===== config.mk =====
export PLATFORM = sky130hd
export DESIGN_NAME = multi_stall_control_flat
export DESIGN_NICKNAME = d
export VERILOG_FILES = /design/src/rtl/multi_stall_control_pkg.sv /design/src/rtl/multi_stall_control_if.sv /design/src/rtl/multi_stall_control_bundle_gen.sv /design/src/rtl/multi_stall_control.sv /design/src/flat_wrapper.sv
export SDC_FILE = /design/constraint.sdc
export NUM_CORES = 1
export LEC_CHECK = 0
export CORE_UTILIZATION = 44
export DETAILED_ROUTE_END_ITERATION = 7
export PLACE_DENSITY = 0.84
export SLEW_MARGIN = 10
export SYNTH_ARGS = -nofsm -noshare
export SYNTH_HDL_FRONTEND = slang
export SYNTH_SLANG_ARGS = --single-unit
export TNS_END_PERCENT = 1

===== constraint.sdc =====
create_clock -name clk -period 2.45 [get_ports clk]
set_input_delay 0.49 -clock clk [delete_from_list [all_inputs] [get_ports clk]]
set_output_delay 0.49 -clock clk [all_outputs]
set_load 0.02 [all_outputs]

===== src/rtl/multi_stall_control_pkg.sv =====
// Shared types for the multi-cycle stall sequencer: datapath control enums, the control bundle
// struct, the idle bundle and the per-op stall length helper.
package multi_stall_control_pkg;

  typedef enum logic {DISABLE = 1'b0, ENABLE = 1'b1} control_e;

  typedef enum logic [1:0] {ALU_NOP, ALU_INC, ALU_DEC, ALU_ADD} alu_op_e;

  typedef enum logic [1:0] {ALU_FROM_ACC, ALU_FROM_CACHE, ALU_FROM_STACK} alu_src_e;

  typedef enum logic [1:0] {ACC_FROM_ALU, ACC_FROM_MEM, ACC_FROM_IMM} acc_src_e;

  typedef enum logic [1:0] {ADDR_FROM_PC, ADDR_FROM_ALU, ADDR_FROM_HEAD} mem_addr_e;

  typedef enum logic {MEM_FROM_ALU, MEM_FROM_ACC} mem_src_e;

  typedef enum logic [1:0] {MEM_NOP, MEM_READ, MEM_WRITE} mem_op_e;

  typedef enum logic {PC_INCREMENTED, PC_LOADED} pc_src_e;

  typedef enum logic {CORE_S, STALL_S} core_state_e;

  typedef enum logic [3:0] {
    OP_NOP, OP_CBF, OP_CBB, OP_POP, OP_PUSH, OP_ADD, OP_JMP
  } op_code_e;

  typedef enum logic [1:0] {SEQ_IDLE, SEQ_RUN, SEQ_WAIT} stall_state_e;

  typedef struct packed {
    control_e    head_write;
    control_e    stack_write;
    control_e    acc_write;
    control_e    cache_write;
    control_e    pc_write;
    control_e    loader_select;
    alu_op_e     alu_op;
    alu_src_e    alu_src;
    acc_src_e    acc_src;
    mem_addr_e   mem_addr;
    mem_src_e    mem_src;
    mem_op_e     mem_op;
    pc_src_e     pc_src;
    core_state_e state;
  } control_bundle_s;

  localparam control_bundle_s IDLE_BUNDLE = '{
    head_write:    DISABLE,
    stack_write:   DISABLE,
    acc_write:     DISABLE,
    cache_write:   DISABLE,
    pc_write:      DISABLE,
    loader_select: DISABLE,
    alu_op:        ALU_NOP,
    alu_src:       ALU_FROM_ACC,
    acc_src:       ACC_FROM_ALU,
    mem_addr:      ADDR_FROM_PC,
    mem_src:       MEM_FROM_ALU,
    mem_op:        MEM_NOP,
    pc_src:        PC_INCREMENTED,
    state:         CORE_S
  };

  // Number of stall cycles following the primary cycle; 0 for ops that never stall.
  function automatic int unsigned stall_len(op_code_e op, int unsigned pc_bytes);
    int unsigned len;
    len = 0;
    if (op == OP_CBF || op == OP_CBB) len = pc_bytes - 1;
    else if (op == OP_POP) len = 1;
    return len;
  endfunction

endpackage


===== src/rtl/multi_stall_control_if.sv =====
// Handshake bundle between core_control/memory (master) and the stall sequencer (slave).
interface multi_stall_control_if #(
  parameter int unsigned CNT_W = 3
);
  import multi_stall_control_pkg::*;

  logic            stall_req;
  op_code_e        instruction;
  logic            acc_zero;
  logic            mem_ready;
  logic            flush;
  control_bundle_s controls;
  logic            stall_active;
  logic            stall_done;
  logic [CNT_W-1:0] step;
  logic            seq_err;

  modport master (
    output stall_req, instruction, acc_zero, mem_ready, flush,
    input  controls, stall_active, stall_done, step, seq_err
  );

  modport slave (
    input  stall_req, instruction, acc_zero, mem_ready, flush,
    output controls, stall_active, stall_done, step, seq_err
  );

endinterface


===== src/rtl/multi_stall_control_bundle_gen.sv =====
// Combinational decode of the latched op and step position into a datapath control bundle.
module stall_bundle_gen
  import multi_stall_control_pkg::*;
(
  input  op_code_e        op,
  input  logic            last,
  input  logic            hold,        // wait state or flush: nothing may commit this cycle
  input  logic            acc_zero_l,
  output control_bundle_s bundle
);

  // Fields common to every op first, then per-op overrides, then the commit mask.
  always_comb begin
    bundle          = IDLE_BUNDLE;
    bundle.acc_src  = ACC_FROM_ALU;
    bundle.state    = last ? CORE_S : STALL_S;
    bundle.pc_write = (last && !hold) ? ENABLE : DISABLE;
    unique case (op)
      OP_CBF: begin
        bundle.cache_write   = ENABLE;
        bundle.alu_op        = ALU_INC;
        bundle.alu_src       = ALU_FROM_CACHE;
        bundle.loader_select = ENABLE;
        bundle.mem_addr      = ADDR_FROM_ALU;
        bundle.mem_op        = MEM_WRITE;
        bundle.pc_src        = PC_INCREMENTED;
      end
      OP_CBB: begin
        bundle.alu_op        = ALU_DEC;
        bundle.alu_src       = ALU_FROM_CACHE;
        bundle.loader_select = ENABLE;
        bundle.mem_addr      = ADDR_FROM_ALU;
        bundle.mem_op        = MEM_READ;
        // Zero accumulator clears the cache and falls through; otherwise load the branch target.
        bundle.cache_write   = acc_zero_l ? ENABLE : DISABLE;
        bundle.pc_src        = acc_zero_l ? PC_INCREMENTED : PC_LOADED;
      end
      OP_POP: begin
        bundle.alu_op        = ALU_DEC;
        bundle.alu_src       = ALU_FROM_STACK;
        bundle.mem_addr      = ADDR_FROM_HEAD;
        bundle.mem_src       = MEM_FROM_ACC;
        bundle.mem_op        = MEM_WRITE;
        bundle.pc_src        = PC_INCREMENTED;
        bundle.cache_write   = DISABLE;
      end
      default: ;
    endcase
    if (hold) bundle.cache_write = DISABLE;
  end

endmodule


===== src/rtl/multi_stall_control.sv =====
// Multi-cycle stall sequencer: accepts a stall request from core_control and owns the datapath
// for a counted, memory-handshaked sequence of control bundles.
module multi_stall_control
  import multi_stall_control_pkg::*;
#(
  parameter int unsigned PC_BYTES  = 2,
  parameter int unsigned MAX_STALL = 4,
  parameter int unsigned CNT_W     = $clog2(MAX_STALL + 1),
  parameter bit          WAIT_EN   = 1'b1
) (
  input logic                  clk,
  input logic                  reset,
  multi_stall_control_if.slave bus
);

  if (PC_BYTES < 2 || PC_BYTES - 1 > MAX_STALL) begin : g_param_check
    $error("multi_stall_control: PC_BYTES must be >= 2 and PC_BYTES-1 <= MAX_STALL");
  end

  stall_state_e     state_q, state_d;
  logic [CNT_W-1:0] step_q, step_d;
  logic [CNT_W-1:0] len_q, len_d;
  op_code_e         op_q, op_d;
  logic             acc_zero_q, acc_zero_d;
  logic             seq_err_q, seq_err_d;
  logic             done;
  logic             active;
  logic             last;
  logic             mem_ready_eff;
  logic             is_stall_op;
  control_bundle_s  bundle;

  assign mem_ready_eff = WAIT_EN ? bus.mem_ready : 1'b1;
  assign active        = (state_q != SEQ_IDLE);
  assign last          = (step_q == len_q);
  assign is_stall_op   = (bus.instruction inside {OP_CBF, OP_CBB, OP_POP});

  // Next-state, step counter and request latching.
  always_comb begin
    state_d    = state_q;
    step_d     = step_q;
    len_d      = len_q;
    op_d       = op_q;
    acc_zero_d = acc_zero_q;
    seq_err_d  = 1'b0;
    done       = 1'b0;
    unique case (state_q)
      SEQ_IDLE: begin
        if (bus.stall_req && !bus.flush) begin
          if (is_stall_op) begin
            state_d    = SEQ_RUN;
            op_d       = bus.instruction;
            acc_zero_d = bus.acc_zero;
            len_d      = CNT_W'(stall_len(bus.instruction, PC_BYTES));
            step_d     = CNT_W'(1);
          end else begin
            seq_err_d = 1'b1;
          end
        end
      end
      SEQ_RUN, SEQ_WAIT: begin
        if (bus.flush) begin
          state_d = SEQ_IDLE;
          step_d  = '0;
        end else begin
          seq_err_d = bus.stall_req;
          if (!mem_ready_eff) begin
            state_d = SEQ_WAIT;
          end else if (last) begin
            done    = 1'b1;
            state_d = SEQ_IDLE;
            step_d  = '0;
          end else begin
            state_d = SEQ_RUN;
            step_d  = step_q + CNT_W'(1);
          end
        end
      end
      default: state_d = SEQ_IDLE;
    endcase
  end

  // State register with synchronous reset.
  always_ff @(posedge clk) begin
    if (reset) begin
      state_q    <= SEQ_IDLE;
      step_q     <= '0;
      len_q      <= '0;
      op_q       <= OP_NOP;
      acc_zero_q <= 1'b0;
      seq_err_q  <= 1'b0;
    end else begin
      state_q    <= state_d;
      step_q     <= step_d;
      len_q      <= len_d;
      op_q       <= op_d;
      acc_zero_q <= acc_zero_d;
      seq_err_q  <= seq_err_d;
    end
  end

  stall_bundle_gen u_bundle_gen (
    .op         (op_q),
    .last       (last),
    .hold       (!mem_ready_eff || bus.flush),
    .acc_zero_l (acc_zero_q),
    .bundle     (bundle)
  );

  // Outputs; a reset on the final cycle must not report completion.
  always_comb begin
    bus.controls     = active ? bundle : IDLE_BUNDLE;
    bus.stall_active = active;
    bus.stall_done   = done && !reset;
    bus.step         = step_q;
    bus.seq_err      = seq_err_q;
  end

endmodule


===== src/flat_wrapper.sv =====
// flat-port wrapper written by rule: the top's interface ports become plain ports
module multi_stall_control_flat import multi_stall_control_pkg::*;
#(
  parameter int unsigned PC_BYTES  = 2,
  parameter int unsigned MAX_STALL = 4,
  parameter int unsigned CNT_W     = $clog2(MAX_STALL + 1),
  parameter bit          WAIT_EN   = 1'b1
)
  (clk, reset, bus_stall_req, bus_instruction, bus_acc_zero, bus_mem_ready, bus_flush, bus_controls, bus_stall_active, bus_stall_done, bus_step, bus_seq_err);
  multi_stall_control_if #(.CNT_W(CNT_W)) bus_i ();
  input logic clk;
  input logic reset;
  input wire logic [$bits(bus_i.stall_req)-1:0] bus_stall_req;
  input wire logic [$bits(bus_i.instruction)-1:0] bus_instruction;
  input wire logic [$bits(bus_i.acc_zero)-1:0] bus_acc_zero;
  input wire logic [$bits(bus_i.mem_ready)-1:0] bus_mem_ready;
  input wire logic [$bits(bus_i.flush)-1:0] bus_flush;
  output wire logic [$bits(bus_i.controls)-1:0] bus_controls;
  output wire logic [$bits(bus_i.stall_active)-1:0] bus_stall_active;
  output wire logic [$bits(bus_i.stall_done)-1:0] bus_stall_done;
  output wire logic [$bits(bus_i.step)-1:0] bus_step;
  output wire logic [$bits(bus_i.seq_err)-1:0] bus_seq_err;
  assign bus_i.stall_req = bus_stall_req;
  assign bus_i.instruction = bus_instruction;
  assign bus_i.acc_zero = bus_acc_zero;
  assign bus_i.mem_ready = bus_mem_ready;
  assign bus_i.flush = bus_flush;
  assign bus_controls = bus_i.controls;
  assign bus_stall_active = bus_i.stall_active;
  assign bus_stall_done = bus_i.stall_done;
  assign bus_step = bus_i.step;
  assign bus_seq_err = bus_i.seq_err;
  multi_stall_control #(.PC_BYTES(PC_BYTES), .MAX_STALL(MAX_STALL), .CNT_W(CNT_W), .WAIT_EN(WAIT_EN)) u_core (.clk(clk), .reset(reset), .bus(bus_i));
endmodule

==> results.json <==
{
  "status": "finished, final reports clean",
  "die_h_um": 44.3,
  "preCtsSetupSlack_ns": -0.214,
  "hold_class": "register to register",
  "p_leak_nw": 0.505,
  "drt_iter0_drc": 18,
  "fin_skew_ns": 0.00677,
  "regToRegEndpoint": "u_core.bus.step[0]",
  "final_cell_mix": "15 x clkdlybuf4s50_1, 12 x dfxtp_1, 11 x nor2_1",
  "synth_top_cell_area_share": 0.305,
  "async_flop_share": 0,
  "fmax_ghz": 0.427,
  "synth_xor_area_frac": 0.0111,
  "synth-edff-count": 0,
  "die_x_um": 44.3,
  "gp_congestion": 0.833,
  "area_growth_pct": 46.2,
  "yosys_warnings": 0,
  "max_stage_delay_ns": 0.46,
  "syn_area_sq_um": 788,
  "layout.cells.non_filler": 156,
  "avgSynthCellArea_sq_um": 8.13,
  "core_area_sq_um": 1590,
  "ioPinCount": 35,
  "grt_use_met1": 0.265,
  "start_util": 0.495,
  "synth_top_family_by_area": "simple AND/OR/NAND/NOR gates",
  "grt_pass1_vias": 712,
  "io_buffers": 29,
  "irDropWorstVdd_mv": 0.261,
  "tritoncts.num_buffers": 3,
  "h-tree-depth": 1,
  "synth_compound_area_frac": 0.195,
  "cts_setup_buffers": 0,
  "critPathArrivalTime_ns": 1.85,
  "grt_util_all_layers": 0.211,
  "cap_violations": 0,
  "whs_ns": 0.499,
  "drc": 0,
  "final_nets": 146,
  "hold_viol_final": 0,
  "clk_path_buf_depth": 2,
  "crit_path_cell_trace": "clkdlybuf4s50_1 -> buf_4 -> nand2b_1 -> nor4b_1 -> dlygate4sd2_1",
  "grt_use_met2": 0.332,
  "crit_buf_inv": 3,
  "wire_per_inst_um": 12.2,
  "antenna_cells": 0,
  "required_ns": 1.96,
  "synthFlopType": "dfxtp_1",
  "regToRegStartpoint": "u_core.state_q[0]",
  "design.die.area_sq_um": 1960,
  "grt_max_degree": 13,
  "rows": 14,
  "netlist_instances": 97,
  "hold_depth": 2,
  "ys_types": 36,
  "drt-vias-per-instance": 5.21,
  "period_share": 0.956,
  "use_met3": 0.0531,
  "grt_antenna_before_repair": 0,
  "routed_wl_um": 1910,
  "cp_max_fo": 4,
  "muxShareOfSynthArea": 0.0381,
  "total_power_mw": 0.428,
  "grt_pass1_wl_um": 2990,
  "synth_adder_area_share": 0.0476,
  "yosys.area_share.simple": 0.292,
  "hpwl_um": 1500,
  "r2r_cells": 7,
  "rsz0062_at_grt": "false",
  "maxSlewViolCount": 0,
  "dr_total_vias": 812,
  "setup_viol": 0,
  "r2r_slack_ns": 0.59,
  "dp.cells": 152,
  "crit_family": "buffers and inverters",
  "synthTopCellsByArea": "dfxtp_1 30%, buf_4 6.7%, nor2_1 5.2%, ha_1 4.8%, nand2b_1 4.0%",
  "cts_sinks": 12,
  "clock_latency_ns": 0.28,
  "cpMaxStageDelayCell": "clkdlybuf4s50_1",
  "drive_gt1_frac": 0.159,
  "synth_area_leader_cell": "dfxtp_1",
  "layout_commonest_cell": "clkdlybuf4s50_1",
  "yosysSeqAreaShare": 0.305,
  "overflow": 0,
  "path_clk_slew_ns": 0.07,
  "fin_ws_ns": 0.107,
  "firstDrtPassIters": 4,
  "path_class": "input port to output pin",
  "power_density_nw_per_um2": 372,
  "startpoint_type": "input port",
  "min_from": "u_core.bus.step[2]",
  "ys_seq_elements": 12,
  "cts_tree": "built",
  "end_kind": "output pin",
  "period_needed_ns": 2.34,
  "final_cell_area_sq_um": 1150,
  "place_area_sq_um": 1120,
  "whs_endpoint": "u_core.bus.step[2]",
  "ant_nets": 0,
  "root_buffer": "clkbuf_4",
  "grt-busiest-layer": "met2"
}
layout make-up:
class	count	area [sq um]
inverters	5	18.8
flip-flops and latches	12	240
well taps	24	30.0
fillers	137	442
multi-input cells	74	492
clock buffers	4	36.3
repair buffers	37	335
state kept, by name, indices dropped and copies added (netlist names):
signal and cells:
u_core.bus.step 3, u_core.state_q 2, u_core.bus.seq_err 1, u_core.op_q 4, u_core.acc_zero_q 1, u_core.len_q 1
synth_stat cells, types with 2 or more instances:
| cell type | number |
|---|---|
| nand2b_1 | 5 |
| buf_4 | 7 |
| dfxtp_1 | 12 |
| a21boi_0 | 3 |
| clkbuf_1 | 2 |
| a21oi_1 | 6 |
| nor3b_1 | 2 |
| and2_1 | 2 |
| a2111oi_0 | 3 |
| nor2b_1 | 3 |
| mux2i_1 | 3 |
| nand4_1 | 3 |
| nor3_1 | 2 |
| nand2_1 | 2 |
| nor2_1 | 11 |
| o31ai_1 | 3 |
| inv_1 | 5 |
| o21ai_0 | 2 |
| nand3b_1 | 2 |
| ha_1 | 3 |
worst max-delay path by stage:
stage	from	slack [ns]	cells after the start	to
2_1_floorplan	u_core.state_q[0]	0.05	5	bus_controls[1]
3_3_place_gp	bus_flush	-0.22	5	bus_controls[15]
3_5_place_dp	bus_flush	-0.21	5	bus_controls[15]
4_1_cts	u_core.state_q[1]	-0.11	5	bus_controls[1]
5_1_grt	bus_flush	0.05	5	bus_stall_done
6_report	bus_flush	0.11	5	bus_stall_done
worst reg2reg max path: stages, from the launching register on:
cell	delay (ns)
dfxtp_1	0.32
inv_1	0.08
ha_1	0.29
buf_4	0.19
nand3b_1	0.13
o31a_2	0.34
a2111oi_0	0.32
nor3_1	0.08
what timing repair did:
action,4_1_cts,5_1_grt
setup endpoints to repair,13,10
hold buffers,0,0
gates resized for setup,12,13
per-stage QoR:
stage,utilization,setup TNS [ns]
detailed placement,0.703,-0.402
CTS,0.716,-0.107
floorplan,-,0
global route,0.723,0
global placement,0.703,-0.409
finish,0.723,0
routing by layer:
layer	part of all wire	vias to the layer above
met5	0	-
met4	0.024	0
met3	0.039	5
met2	0.46	29
met1	0.48	373
li1	-	405
where the power goes:
| group | total, mW | internal (mW) | switching (mW) |
|---|---|---|---|
| clock network | 0.162 | 0.0906 | 0.0710 |
| logic | 0.0659 | 0.0311 | 0.0348 |
| registers | 0.201 | 0.198 | 0.00279 |
| total | 0.428 | 0.320 | 0.109 |
logic make-up after synthesis:
family | Yosys count
buffers and inverters | 15
flip-flops | 12
AO/OA/AOI/OAI | 22
XOR/XNOR | 1
other | 1
adder cells (fa/ha/maj) | 3
multiplexers | 3
AND/OR/NAND/NOR | 40
(Power assumes the default switching activity.)
